===== src/rtl/sa_feeder.sv =====
// sa_feeder: transmit-side wavefront generator for the float16 systolic array.
// Buffers one A/B matrix pair (N k-slices) and replays it as the diagonally
// skewed DVO/DO wavefront, followed by DRAIN all-zero idle cycles.
// Optional build macro: SA_FEEDER_DBUF_EN adds a second A/B bank so that the
// next job can load while the current one is emitted.
//
// Handshake: a slice transfers on a rising edge where S_VALID && S_READY; the
// source holds S_DI stable while S_VALID is high and not yet accepted, and
// S_DI is ignored on any edge without a transfer.
module sa_feeder #(
  parameter int DIMENSION = 4,
  parameter int DRAIN     = 8
) (
  input  logic                               CLK,
  input  logic                               RST,
  input  logic                               S_VALID,
  output logic                               S_READY,
  input  logic [1:0][DIMENSION-1:0][15:0]    S_DI,
  output logic [DIMENSION-1:0]               DVO,
  output logic [1:0][DIMENSION-1:0][15:0]    DO,
  output logic                               BUSY,
  output logic                               DONE,
  output logic [1:0]                         o_dbg_state
);

  localparam int N     = DIMENSION;
  localparam int STEPS = 2 * N - 1;
  localparam int TW    = (STEPS > 1) ? $clog2(STEPS) : 1;
  localparam int KW    = (N > 1) ? $clog2(N) : 1;
  localparam int DW    = (DRAIN > 1) ? $clog2(DRAIN) : 1;
`ifdef SA_FEEDER_DBUF_EN
  localparam int NB    = 2;
`else
  localparam int NB    = 1;
`endif

  localparam logic [TW-1:0] T_LAST = TW'(STEPS - 1);
  localparam logic [KW-1:0] K_LAST = KW'(N - 1);
  localparam logic [DW-1:0] D_LAST = (DRAIN > 0) ? DW'(DRAIN - 1) : '0;

  typedef enum logic [1:0] {
    ST_LOAD  = 2'd0,
    ST_EMIT  = 2'd1,
    ST_DRAIN = 2'd2
  } state_t;

  state_t                     r_state;
  state_t                     w_state_nxt;
  logic [TW-1:0]              r_t;
  logic [TW-1:0]              w_t_nxt;
  logic [KW-1:0]              r_slice;
  logic [DW-1:0]              r_drain;
  logic [NB-1:0]              r_full;
  logic [NB-1:0]              w_full_nxt;
  logic                       r_wr_bank;
  logic                       r_rd_bank;
  logic                       w_wr_bank_nxt;
  logic                       w_rd_bank_nxt;
  logic [15:0]                r_a [NB][N][N];  // r_a[bank][i][k] = A[i][k]
  logic [15:0]                r_b [NB][N][N];  // r_b[bank][k][j] = B[k][j]
  logic [N-1:0]               r_dvo;
  logic [1:0][N-1:0][15:0]    r_do;
  logic                       r_done;
  logic [N-1:0]               w_dvo_nxt;
  logic [1:0][N-1:0][15:0]    w_do_nxt;
  logic                       w_done_nxt;
  logic [KW-1:0]              w_k;
  logic                       w_s_ready;
  logic                       w_wr_en;
  logic                       w_fill;
  logic                       w_job_end;
  logic                       w_start;

`ifdef SA_FEEDER_DBUF_EN
  assign w_s_ready     = !r_full[r_wr_bank];
  assign w_wr_bank_nxt = r_wr_bank ^ w_fill;
  assign w_rd_bank_nxt = r_rd_bank ^ w_job_end;
`else
  assign w_s_ready     = (r_state == ST_LOAD);
  assign w_wr_bank_nxt = 1'b0;
  assign w_rd_bank_nxt = 1'b0;
`endif

  assign w_wr_en   = S_VALID && w_s_ready;
  assign w_fill    = w_wr_en && (r_slice == K_LAST);
  // A job ends on its last emit step when there is no drain, else on its last drain cycle.
  assign w_job_end = ((r_state == ST_EMIT) && (r_t == T_LAST) && (DRAIN == 0)) ||
                     ((r_state == ST_DRAIN) && (r_drain == D_LAST));
  // A new wavefront may start only from idle or exactly at the end of the previous job.
  assign w_start   = w_full_nxt[w_rd_bank_nxt] && ((r_state == ST_LOAD) || w_job_end);

  // Bank occupancy after this edge: the emitted bank frees at job end, the write bank fills on its last slice.
  always_comb begin
    w_full_nxt = r_full;
    if (w_job_end) w_full_nxt[r_rd_bank] = 1'b0;
    if (w_fill)    w_full_nxt[r_wr_bank] = 1'b1;
  end

  // State register and step/drain counters.
  always_ff @(posedge CLK) begin
    if (RST) begin
      r_state <= ST_LOAD;
      r_t     <= '0;
      r_drain <= '0;
    end else begin
      r_state <= w_state_nxt;
      r_t     <= w_t_nxt;
      r_drain <= ((r_state == ST_DRAIN) && (w_state_nxt == ST_DRAIN)) ? r_drain + 1'b1 : '0;
    end
  end

  // Next-state logic: LOAD -> EMIT (2N-1 steps) -> DRAIN (DRAIN cycles) -> LOAD or next EMIT.
  always_comb begin
    w_state_nxt = r_state;
    w_t_nxt     = r_t;
    case (r_state)
      ST_LOAD: begin
        if (w_start) begin
          w_state_nxt = ST_EMIT;
          w_t_nxt     = '0;
        end
      end
      ST_EMIT: begin
        if (r_t == T_LAST) begin
          w_t_nxt = '0;
          if (DRAIN > 0)    w_state_nxt = ST_DRAIN;
          else if (w_start) w_state_nxt = ST_EMIT;
          else              w_state_nxt = ST_LOAD;
        end else begin
          w_t_nxt = r_t + 1'b1;
        end
      end
      ST_DRAIN: begin
        if (r_drain == D_LAST) begin
          w_t_nxt     = '0;
          w_state_nxt = w_start ? ST_EMIT : ST_LOAD;
        end
      end
      default: begin
        w_state_nxt = ST_LOAD;
        w_t_nxt     = '0;
      end
    endcase
  end

  // Output logic: skewed operands for the step shown next cycle, bypassing a slice written on this edge.
  always_comb begin
    w_dvo_nxt  = '0;
    w_do_nxt   = '0;
    w_k        = '0;
    w_done_nxt = (w_state_nxt == ST_EMIT) && (w_t_nxt == T_LAST);
    if (w_state_nxt == ST_EMIT) begin
      for (int i = 0; i < N; i++) begin
        if ((int'(w_t_nxt) >= i) && (int'(w_t_nxt) <= i + N - 1)) begin
          w_k          = KW'(N - 1 - (int'(w_t_nxt) - i));
          w_dvo_nxt[i] = 1'b1;
          if (w_wr_en && (r_wr_bank == w_rd_bank_nxt) && (r_slice == w_k)) begin
            w_do_nxt[0][i] = S_DI[0][i];
            w_do_nxt[1][i] = S_DI[1][i];
          end else begin
            w_do_nxt[0][i] = r_a[w_rd_bank_nxt][i][w_k];
            w_do_nxt[1][i] = r_b[w_rd_bank_nxt][w_k][i];
          end
        end
      end
    end
  end

  // Slice counter, bank flags and bank pointers.
  always_ff @(posedge CLK) begin
    if (RST) begin
      r_slice   <= '0;
      r_full    <= '0;
      r_wr_bank <= 1'b0;
      r_rd_bank <= 1'b0;
    end else begin
      if (w_wr_en) r_slice <= (r_slice == K_LAST) ? '0 : r_slice + 1'b1;
      r_full    <= w_full_nxt;
      r_wr_bank <= w_wr_bank_nxt;
      r_rd_bank <= w_rd_bank_nxt;
    end
  end

  // Operand storage: slice k lands in column k of A and row k of B of the write bank.
  always_ff @(posedge CLK) begin
    if (!RST && w_wr_en) begin
      for (int i = 0; i < N; i++) begin
        r_a[r_wr_bank][i][r_slice] <= S_DI[0][i];
        r_b[r_wr_bank][r_slice][i] <= S_DI[1][i];
      end
    end
  end

  // Registered wavefront outputs.
  always_ff @(posedge CLK) begin
    if (RST) begin
      r_dvo  <= '0;
      r_do   <= '0;
      r_done <= 1'b0;
    end else begin
      r_dvo  <= w_dvo_nxt;
      r_do   <= w_do_nxt;
      r_done <= w_done_nxt;
    end
  end

  assign S_READY     = w_s_ready;
  assign DVO         = r_dvo;
  assign DO          = r_do;
  assign DONE        = r_done;
  assign BUSY        = (r_state != ST_LOAD);
  assign o_dbg_state = r_state;

endmodule


===== config.mk =====
export PLATFORM = sky130hd
export DESIGN_NAME = sa_feeder
export DESIGN_NICKNAME = d
export VERILOG_FILES = /design/src/rtl/sa_feeder.sv
export SDC_FILE = /design/constraint.sdc
export NUM_CORES = 1
export LEC_CHECK = 0
export ABC_CLOCK_PERIOD_IN_PS = 6400
export BUFFER_PORTS_ARGS = -buffer_cell sky130_fd_sc_hd__buf_4
export CORE_MARGIN = 4
export CORE_UTILIZATION = 50
export DETAILED_ROUTE_END_ITERATION = 10
export PLACE_DENSITY = 0.79
export SLEW_MARGIN = 20
export SYNTH_ARGS = -nofsm -noshare
export SYNTH_HDL_FRONTEND = slang
export SYNTH_SLANG_ARGS = --single-unit

===== constraint.sdc =====
create_clock -name CLK -period 6.4 [get_ports CLK]
set_clock_uncertainty 0.1 [all_clocks]
set_input_delay 0 -clock CLK [delete_from_list [all_inputs] [get_ports CLK]]
set_output_delay 0 -clock CLK [all_outputs]
set_load 0.02 [all_outputs]

Word level (Yosys, flattened, before mapping)
Memories as Yosys holds them, arrays and structs flattened. Cells that the tools add are included.

Flip-flop bits (word level): 144. Latch bits: 0. Memory bits (writable): 512. ROM bits: 0. Output and inout bits: 137. Word-level logic and storage cells: 152. Memories kept: 2.

$add $sub $neg: 10. $mul: 0. Divide/modulo/power cells: 0. Order comparisons: 13. Eq/ne operators: 12. Shift operators: 0. Mux-type cells: 64. Bitwise logic cells: 11. Reduce and logical (&&, ||, !) cells: 25.

Memories: r_a (depth 1, width 256, read ports 1, clocked after memory_dff 0, wr ports 4, line 59) `logic [15:0] r_a [NB][N][N];`; r_b (depth 1, width 256, read ports 1, clocked after memory_dff 0, wr ports 4, line 60) `logic [15:0] r_b [NB][N][N];`.

Operators by type and width (count): 256-bit 2-to-1 mux (4); 64-bit binary-select mux with 2-bit select (4); 64-bit demux with 2-bit select (4); 16-bit 2-to-1 mux (20); 64-bit 2-to-1 mux (4); 48-bit 2-to-1 mux (3); 16-bit binary-select mux with 2-bit select (4); 32-bit 2-to-1 mux (3); 16-bit demux with 2-bit select (1); 3-bit greater-or-equal comparator (second input constant) (5); 1-bit logical AND (15); 2-bit inverter with 3-bit output (5); 3-bit OR reduction (4); 3-bit equality test (second input constant) (3); 3-bit less-or-equal comparator (second input constant) (3); 3-bit 2-to-1 mux (3); 3-bit one-hot mux with 3 select lines (1); 2-bit equality test (4); 1-bit 2-to-1 mux (8); 2-bit 2-to-1 mux (4); 3-bit by 1-bit adder with 3-bit output (second input constant) (2); 2-bit equality test (second input constant) (3); 3-bit by 2-bit greater-or-equal comparator with 1-bit output (second input constant) (2); 1-bit inverter (6); 15 further kinds (20).

Longest topological paths before layout
Gate-level depths: netlist of run 1.

Depth after elaboration: 14. Mapped depth: 15. Mapped depth without buffers: 12.

Worst setup path before layout of run 1
Ideal clock, no wire load.

Path type: register to register. Start: register r_state[0], in the netlist o_dbg_state[0]. End: memory r_a[0][0] in the netlist's numbering (enable). Library setup time: 0.503 ns. Arrival time: 4.200 ns. Slack: 1.597 ns. Stages on the path, launching flop included: 6. Cells stage by stage: dfxtp_1 -> buf_2 -> nor2_2 -> nand2_1 -> nor2_1 -> and2_1.

RTL lines: start, declared (line 47) `state_t r_state;`; start signal, assigned (line 106) `r_state <= w_state_nxt;`; end, declared (line 59).

Worst setup path after layout of run 1
Start: register r_state[0], in the netlist o_dbg_state[0]. End: register r_do, in the netlist DO[83].

Longest elaborated chain between the ends: 14. Elaborated cells between the ends (all ways): 33. Classes of those cells: add/sub: 2; order compare: 2; eq/ne: 4; mux: 13; bitwise: 3; reduce/logical: 9.

Ends and longest elaborated chain: 2-bit equality test / 2-bit logical NOT (equally long branches); 1-bit logical AND, on equally long branches (line 88, 84); 1-bit 2-to-1 mux / 1-bit logical AND (equally long branches) (line 95, 85); 1-bit 2-to-1 mux (line 96) `if (w_fill) w_full_nxt[r_wr_bank] = 1'b1;`; 1-bit logical AND (line 90) `assign w_start = w_full_nxt[w_rd_bank_nxt] && ((r_state == ST_LOAD) || w_job_end);`; 3-bit 2-to-1 mux (line 118) `if (w_start) begin`; 3-bit one-hot mux with 3 select lines (line 116) `case (r_state)`; 2-bit by 1-bit subtractor with 2-bit output (line 155) `w_k = KW'(N - 1 - (int'(w_t_nxt) - i));`; 1-bit by 2-bit subtractor with 2-bit output (line 155); 2-bit inverter with 3-bit output (implied by the code) (line 162) `w_do_nxt[1][i] = r_b[w_rd_bank_nxt][w_k][i];`; 64-bit binary-select mux with 2-bit select (line 162); 48-bit 2-to-1 mux (implied by the code) (2 in a row) (line 162); 16-bit 2-to-1 mux (line 157) `if (w_wr_en && (r_wr_bank == w_rd_bank_nxt) && (r_slice == w_k)) begin`; end signal, assigned (line 202) `r_do <= w_do_nxt;`; end, declared (line 62) `logic [1:0][N-1:0][15:0] r_do;`.

Parallel ways exist; a longest one is shown, timed or not. The select of a mux whose other input is x is not followed. A chain may end at the register's enable or synchronous reset.

==> qor.yml, run 1 <==
hold_viol_final: 0
hpwl_mm: 27.5
design.die.area_um2: 51300
whs_path_depth: 2
cpPeakStageDelay_ps: 730
grt_max_degree: 163
setup_ws_ps: 2430
cts-buffers-inserted: 66
ant_nets: 0
ir_worst_vdd_v: 0.000246
critPathBufInv: 2
rsz0062_at_grt: "no"
hold_path_end: "r_b[0][159]$_DFFE_PP_"
first_pass_iters: 5
die_w_um: 226
cp-end-kind: "flip-flop"
min_from: "S_DI[111]"
clk_latency_ps: 590
power_mw: 9.92
cp_cell_sequence: "nor2b_1 > a21boi_2 > nor2_4 > clkinv_2 > ha_4 > buf_4 > mux4_2 > mux2i_1 > nor2_1"
antenna_found_initial: 1
tns_ps: 0
coreArea_um2: 46900
syn_nets: 1526
drc: 0
area_growth_pct: 25.6
synth_area_um2: 23900
routed_via_density: 5.66
postCtsSetupBuffers: 0
grtUsageMet2_pct: 35.8
placementRows: 79
path_class: "reg -> reg"
stdcell_count: 2447
initialDrtViolationCount: 1112
power.density_nw_per_um2: 331
ys_seq_area_share_pct: 76.5
synth_async_sr_flop_share_pct: 0
r2r_slack_ps: 2430
root_buffer: "clkbuf_16"
fin_area_um2: 30000
pre_cts_slack_ps: 2460
use_met3_pct: 4.27
cp_top_family: "buffers and inverters"
grt_use_total_pct: 21.0
synth_commonest_cells: "edfxtp_1, dfxtp_1, nand2_1"
placed_cell_area_um2: 26500
rr_worst_depth: 9
port_buffers: 267
vias: 13854
grt-ovfl-total: 0
gp_congestion: 0.742
hold_class: "in -> reg"
setup_violations: 0
dp.cells: 2193
ys.flop_type: "edfxtp_1"
max_cap_viol_count: 0
utilization_pct: 64.0
drive_gt1_share_pct: 27.6
synth_cells: 1387
cpMaxStageDelayCell: "buf_4"
clock.fmax_mhz: 252
start_util_pct: 50.9
clk_pin_slew_ps: 60
rr_endpoint: "DO[83]$_SDFF_PP0_"
synth_cell_types: 52
worstPathMaxFanout: 64
yosys_warnings: 0
outcome: "finished, final reports clean"
nets: 1925
grt_pass1_wl_mm: 82.4
post-route-period-util_pct: 62.0
routedWlPerCell_um: 22.2
hold_ws_ps: 46.0
arrival_ps: 4340
wl_mm: 54.2
yosys.area.top_type: "edfxtp_1"
p_leak_nw: 11.0
synth_most_common_cell: "edfxtp_1"
r2r_start: "o_dbg_state[0]$_SDFF_PP0_"
clockBufferDepth: 3
synth_enable_flop_cells: 512
worst_slew_pin_slew_ps: 1040
grt_pass1_vias: 14528
die_height_um: 226
io_pins: 268
grt-busiest-layer: "met2"
slew_viol_final: 0
relSlewSlack_pct: 30.5
min_period_ps: 3970
met1_usage_pct: 27.5
cts_tree: "built"
worstPathRequired_ps: 6770
cp-start-kind: "flip-flop"
synth_top_cell_area_share_pct: 64.4
cts_sinks: 656
synth-seq-cells: 656
cts-htree-levels: 3
syn_avg_cell_area_um2: 17.2
synthTopCellsByArea: "edfxtp_1, dfxtp_1, mux4_2"
-- worst max path at each step --
| stage | cells after the start | startpoint | end | slack [ps] |
|---|---|---|---|---|
| after floorplan | 5 | o_dbg_state[0]$_SDFF_PP0_ | r_a[0][0]$_DFFE_PP_ | 1600 |
| after detailed placement | 9 | o_dbg_state[0]$_SDFF_PP0_ | DO[23]$_SDFF_PP0_ | 2460 |
| after CTS | 9 | o_dbg_state[0]$_SDFF_PP0_ | DO[123]$_SDFF_PP0_ | 2420 |
| after global placement | 9 | o_dbg_state[0]$_SDFF_PP0_ | DO[124]$_SDFF_PP0_ | 2520 |
| final | 9 | o_dbg_state[0]$_SDFF_PP0_ | DO[83]$_SDFF_PP0_ | 2430 |
| after global routing | 9 | o_dbg_state[0]$_SDFF_PP0_ | DO[123]$_SDFF_PP0_ | 2140 |
-- registers in the layout, indices dropped and copies added, names as in the netlist --
signal / count
DO: 128
DONE: 1
DVO: 4
o_dbg_state: 2
r_a: 256
r_b: 256
r_drain: 3
r_full: 1
r_slice: 2
r_t: 3
-- cells by family after synthesis --
family                     share of synthesized area [%]
xor gates and xnor gates                          0.0367
adders and majority gates                          0.419
AOI/OAI and AO/OA                                   7.83
and+or+nand+nor                                     4.61
DFF                                                 76.5
buffers and inverters                               1.88
muxes                                               8.72
-- layout by cell type, fill, tap and decap left out, drive strengths merged, types with 33 or more instances in the layout --
| master | Yosys | final |
|---|---|---|
| a211oi | 37 | 37 |
| a21oi | 103 | 103 |
| and3 | 33 | 33 |
| buf | 52 | 287 |
| clkbuf | 35 | 85 |
| dfxtp | 144 | 144 |
| dlygate4sd3 | 0 | 131 |
| edfxtp | 512 | 512 |
| mux2i | 64 | 64 |
| mux4 | 64 | 64 |
| nand2 | 135 | 135 |
| nor2 | 45 | 45 |
-- layout make-up --
type / count / area [um2]
inverter: 12 / 46.3
multi-input combinational: 632 / 5240
antenna: 2 / 5.00
sequential: 656 / 18300
clock inverter: 35 / 265
tap: 607 / 759
fill: 3152 / 16900
clock buffer: 85 / 1880
timing repair buffer: 418 / 3540
-- power by group --
part | leakage (nW) | total (mW) | internal [mW] | switching, mW
registers | 5.81 | 4.78 | 4.73 | 0.0444
clock network | 1.06 | 3.79 | 2.21 | 1.58
logic | 4.16 | 1.35 | 0.614 | 0.741
total | 11.0 | 9.92 | 7.56 | 2.37
-- per-layer routing --
metal	up-vias	wire, um	part of all wire (%)
met4	0	955	1.8
li1	6219	-	-
met2	541	27500	51
met3	71	3560	6.6
met5	-	0	0
met1	7023	22200	41
-- timing repair --
| item | 4_1_cts | 5_1_grt |
|---|---|---|
| hold buffers | 131 | 0 |
| resized for setup | 0 | 0 |
| hold endpoints to repair | 621 | 0 |
No activity file was read; power rests on OpenSTA's default activity.
==> run 2, diff against run 1 <==
Settings changed: ABC_CLOCK_PERIOD_IN_PS 6400 to 4100.
Clock period 6.4 ns to 4.1 ns, I/O delays scaled along.
==> qor.yml, run 2 (synthesis gave the netlist of run 1 again) <==
design.die.area_um2: 51300  # unchanged
cts_sinks: 656  # unchanged
arrival_ps: 3860  # -480 ps
placementRows: 79  # unchanged
first_pass_iters: 5  # unchanged
clk_latency_ps: 580  # about the same
fillers: 3159  # +0.22%
root_buffer: "clkbuf_16"
power.density_nw_per_um2: 521  # +57%
drive_gt1_share_pct: 27.7  # +0.073 points
swShare_pct: 23.4  # -0.47 points
worstPathRequired_ps: 4510  # -2260 ps
tns_ps: 0  # unchanged
worst_slew_pin_slew_ps: 1060  # +23.6 ps
post-route-period-util_pct: 84.0  # +22 points
register_area_um2: 18300  # unchanged
die_w_um: 226  # unchanged
grt-ovfl-total: 0  # unchanged
power_switching_mw: 3.67  # +55%
vias: 13939  # +0.61%
antennaDiodeCount: 0  # -2
clock.fmax_mhz: 290  # +15%
antenna_found_initial: 0  # -1
power_mw: 15.7  # +58%
p_clk_share_pct: 39.0  # +0.8 points
io_pins: 268  # unchanged
cts-htree-levels: 3  # unchanged
hold_class: "in -> reg"
ant_nets: 0  # unchanged
ir_worst_vdd_v: 0.000430  # +75%
clockBufferDepth: 3  # unchanged
multiInputGateArea_um2: 5230  # -0.14%
p_int_mw: 12.0  # +59%
combPwrFrac_pct: 13.6  # about the same
clk_pin_slew_ps: 60  # about the same
die_height_um: 226  # unchanged
wl_mm: 53.8  # -0.77%
p_leak_nw: 11.1  # +0.58%
slew_viol_final: 0  # unchanged
grt_use_total_pct: 20.7  # -0.29 points
grt_pass1_wl_mm: 81.8  # -0.76%
cp-end-kind: "flip-flop"
hpwl_mm: 28.2  # +2.3%
nets: 1930  # +0.26%
rsz0062_at_grt: "no"
cts_tree: "built"
routedWlPerCell_um: 22.0  # -0.93%
relSlewSlack_pct: 28.9  # -1.6 points
coreArea_um2: 46900  # unchanged
postCtsSetupBuffers: 0  # unchanged
drc: 0  # unchanged
postCtsResizedCells: 0  # unchanged
setup_violations: 0  # unchanged
hold_viol_final: 0  # unchanged
max_cap_viol_count: 0  # unchanged
grt_max_degree: 163  # unchanged
cts-buffers-inserted: 67  # +1.5%
routed_via_density: 5.69  # +0.45%
gp_congestion: 0.744  # +0.32%
min_period_ps: 3450  # -522 ps
outcome: "finished, final reports clean"
layout_commonest_cell: "edfxtp_1"
mostFrequentLayoutCells: "edfxtp_1, buf_4, dfxtp_1, nand2_1, dlygate4sd3_1"
grt_pass1_vias: 14538  # +0.069%
port_buffers: 267  # unchanged
seq_power_share_pct: 47.4  # -0.8 points
path_class: "reg -> reg"
worstPathMaxFanout: 67  # +4.7%
area_growth_pct: 26.4
start_util_pct: 50.9  # unchanged
initialDrtViolationCount: 1096  # -1.4%
cp-start-kind: "flip-flop"
[run 2: cell types whose count changed in the layout (fill, tap and decap cells not counted), sizes merged]
cell	change
inv	-2
buf	+4
bufinv	+2
clkinv	-11
clkinvlp	+2
diode	-2
clkbuf	+11
[run 2: final cells by class]
type | count | area share [%]
Sequential cell | 656 | 60.5
Multi-Input combinational cell | 632 | 17.3
Timing Repair Buffer | 422 | 12.0
Clock buffer | 96 | 6.54
Tap cell | 607 | 2.52
Clock inverter | 26 | 0.900
Inverter | 12 | 0.153
[run 2: repair_timing]
action / 4_1_cts / 5_1_grt
endpoints found under the setup margin: 0 / 0
endpoints found under the hold margin: 621 / 0
hold buffers: 131 / 0
[run 2: power by group through the flow]
stage	clock (mW)	combinational [mW]	sequential [mW]
floorplan	0	1.32	7.65
global placement	0	1.97	7.58
detailed placement	0	2.02	7.59
CTS	6.22	2.14	7.45
global route	6.52	2.30	7.46
finish	6.12	2.14	7.45
[run 2: worst max-delay path, stage by stage, from the launching register on]
cell	delay, ps
dfxtp_1	370
ha_1	290
a211o_1	320
a211o_1	320
nand2_2	140
buf_4	600
a211oi_2	290
nor4_4	290
buf_4	390
a22o_1	240
[run 2: worst paths after layout]
path	startpoint	to	slack, ps	cells past startpoint
setup / recovery	r_slice[0]$_SDFFE_PP0P_	DO[63]$_SDFF_PP0_	650	9
hold / removal	S_DI[39]	r_a[0][103]$_DFFE_PP_	60	2
setup reg to reg	r_slice[0]$_SDFFE_PP0P_	DO[63]$_SDFF_PP0_	650	9
hold reg to reg	r_drain[0]$_SDFF_PP0_	r_drain[0]$_SDFF_PP0_	330	1
[run 2: per-layer routing]
metal | global-route usage [%] | up-vias | routed length, um
met2 | 35.2 | 554 | 27200
met4 | 6.50 | 0 | 1360
met1 | 26.7 | 7069 | 21500
li1 | - | 6212 | -
met5 | 0 | - | 0
met3 | 4.78 | 104 | 3800
[run 2: per-stage QoR]
step / hold slack, ps / cell area [um2] / setup WS (ps) / cells / util (%)
after floorplan: -1.13 / 23900 / 730 / 1387 / -
after global placement: 98.4 / 26600 / 522 / 2197 / 56.7
after detailed placement: 103 / 26600 / 380 / 2197 / 56.7
after CTS: 13.1 / 30100 / 335 / 2450 / 64.3
after global routing: 36.0 / 30200 / 458 / 2451 / 64.4
final: 62.8 / 30200 / 654 / 2451 / 64.4
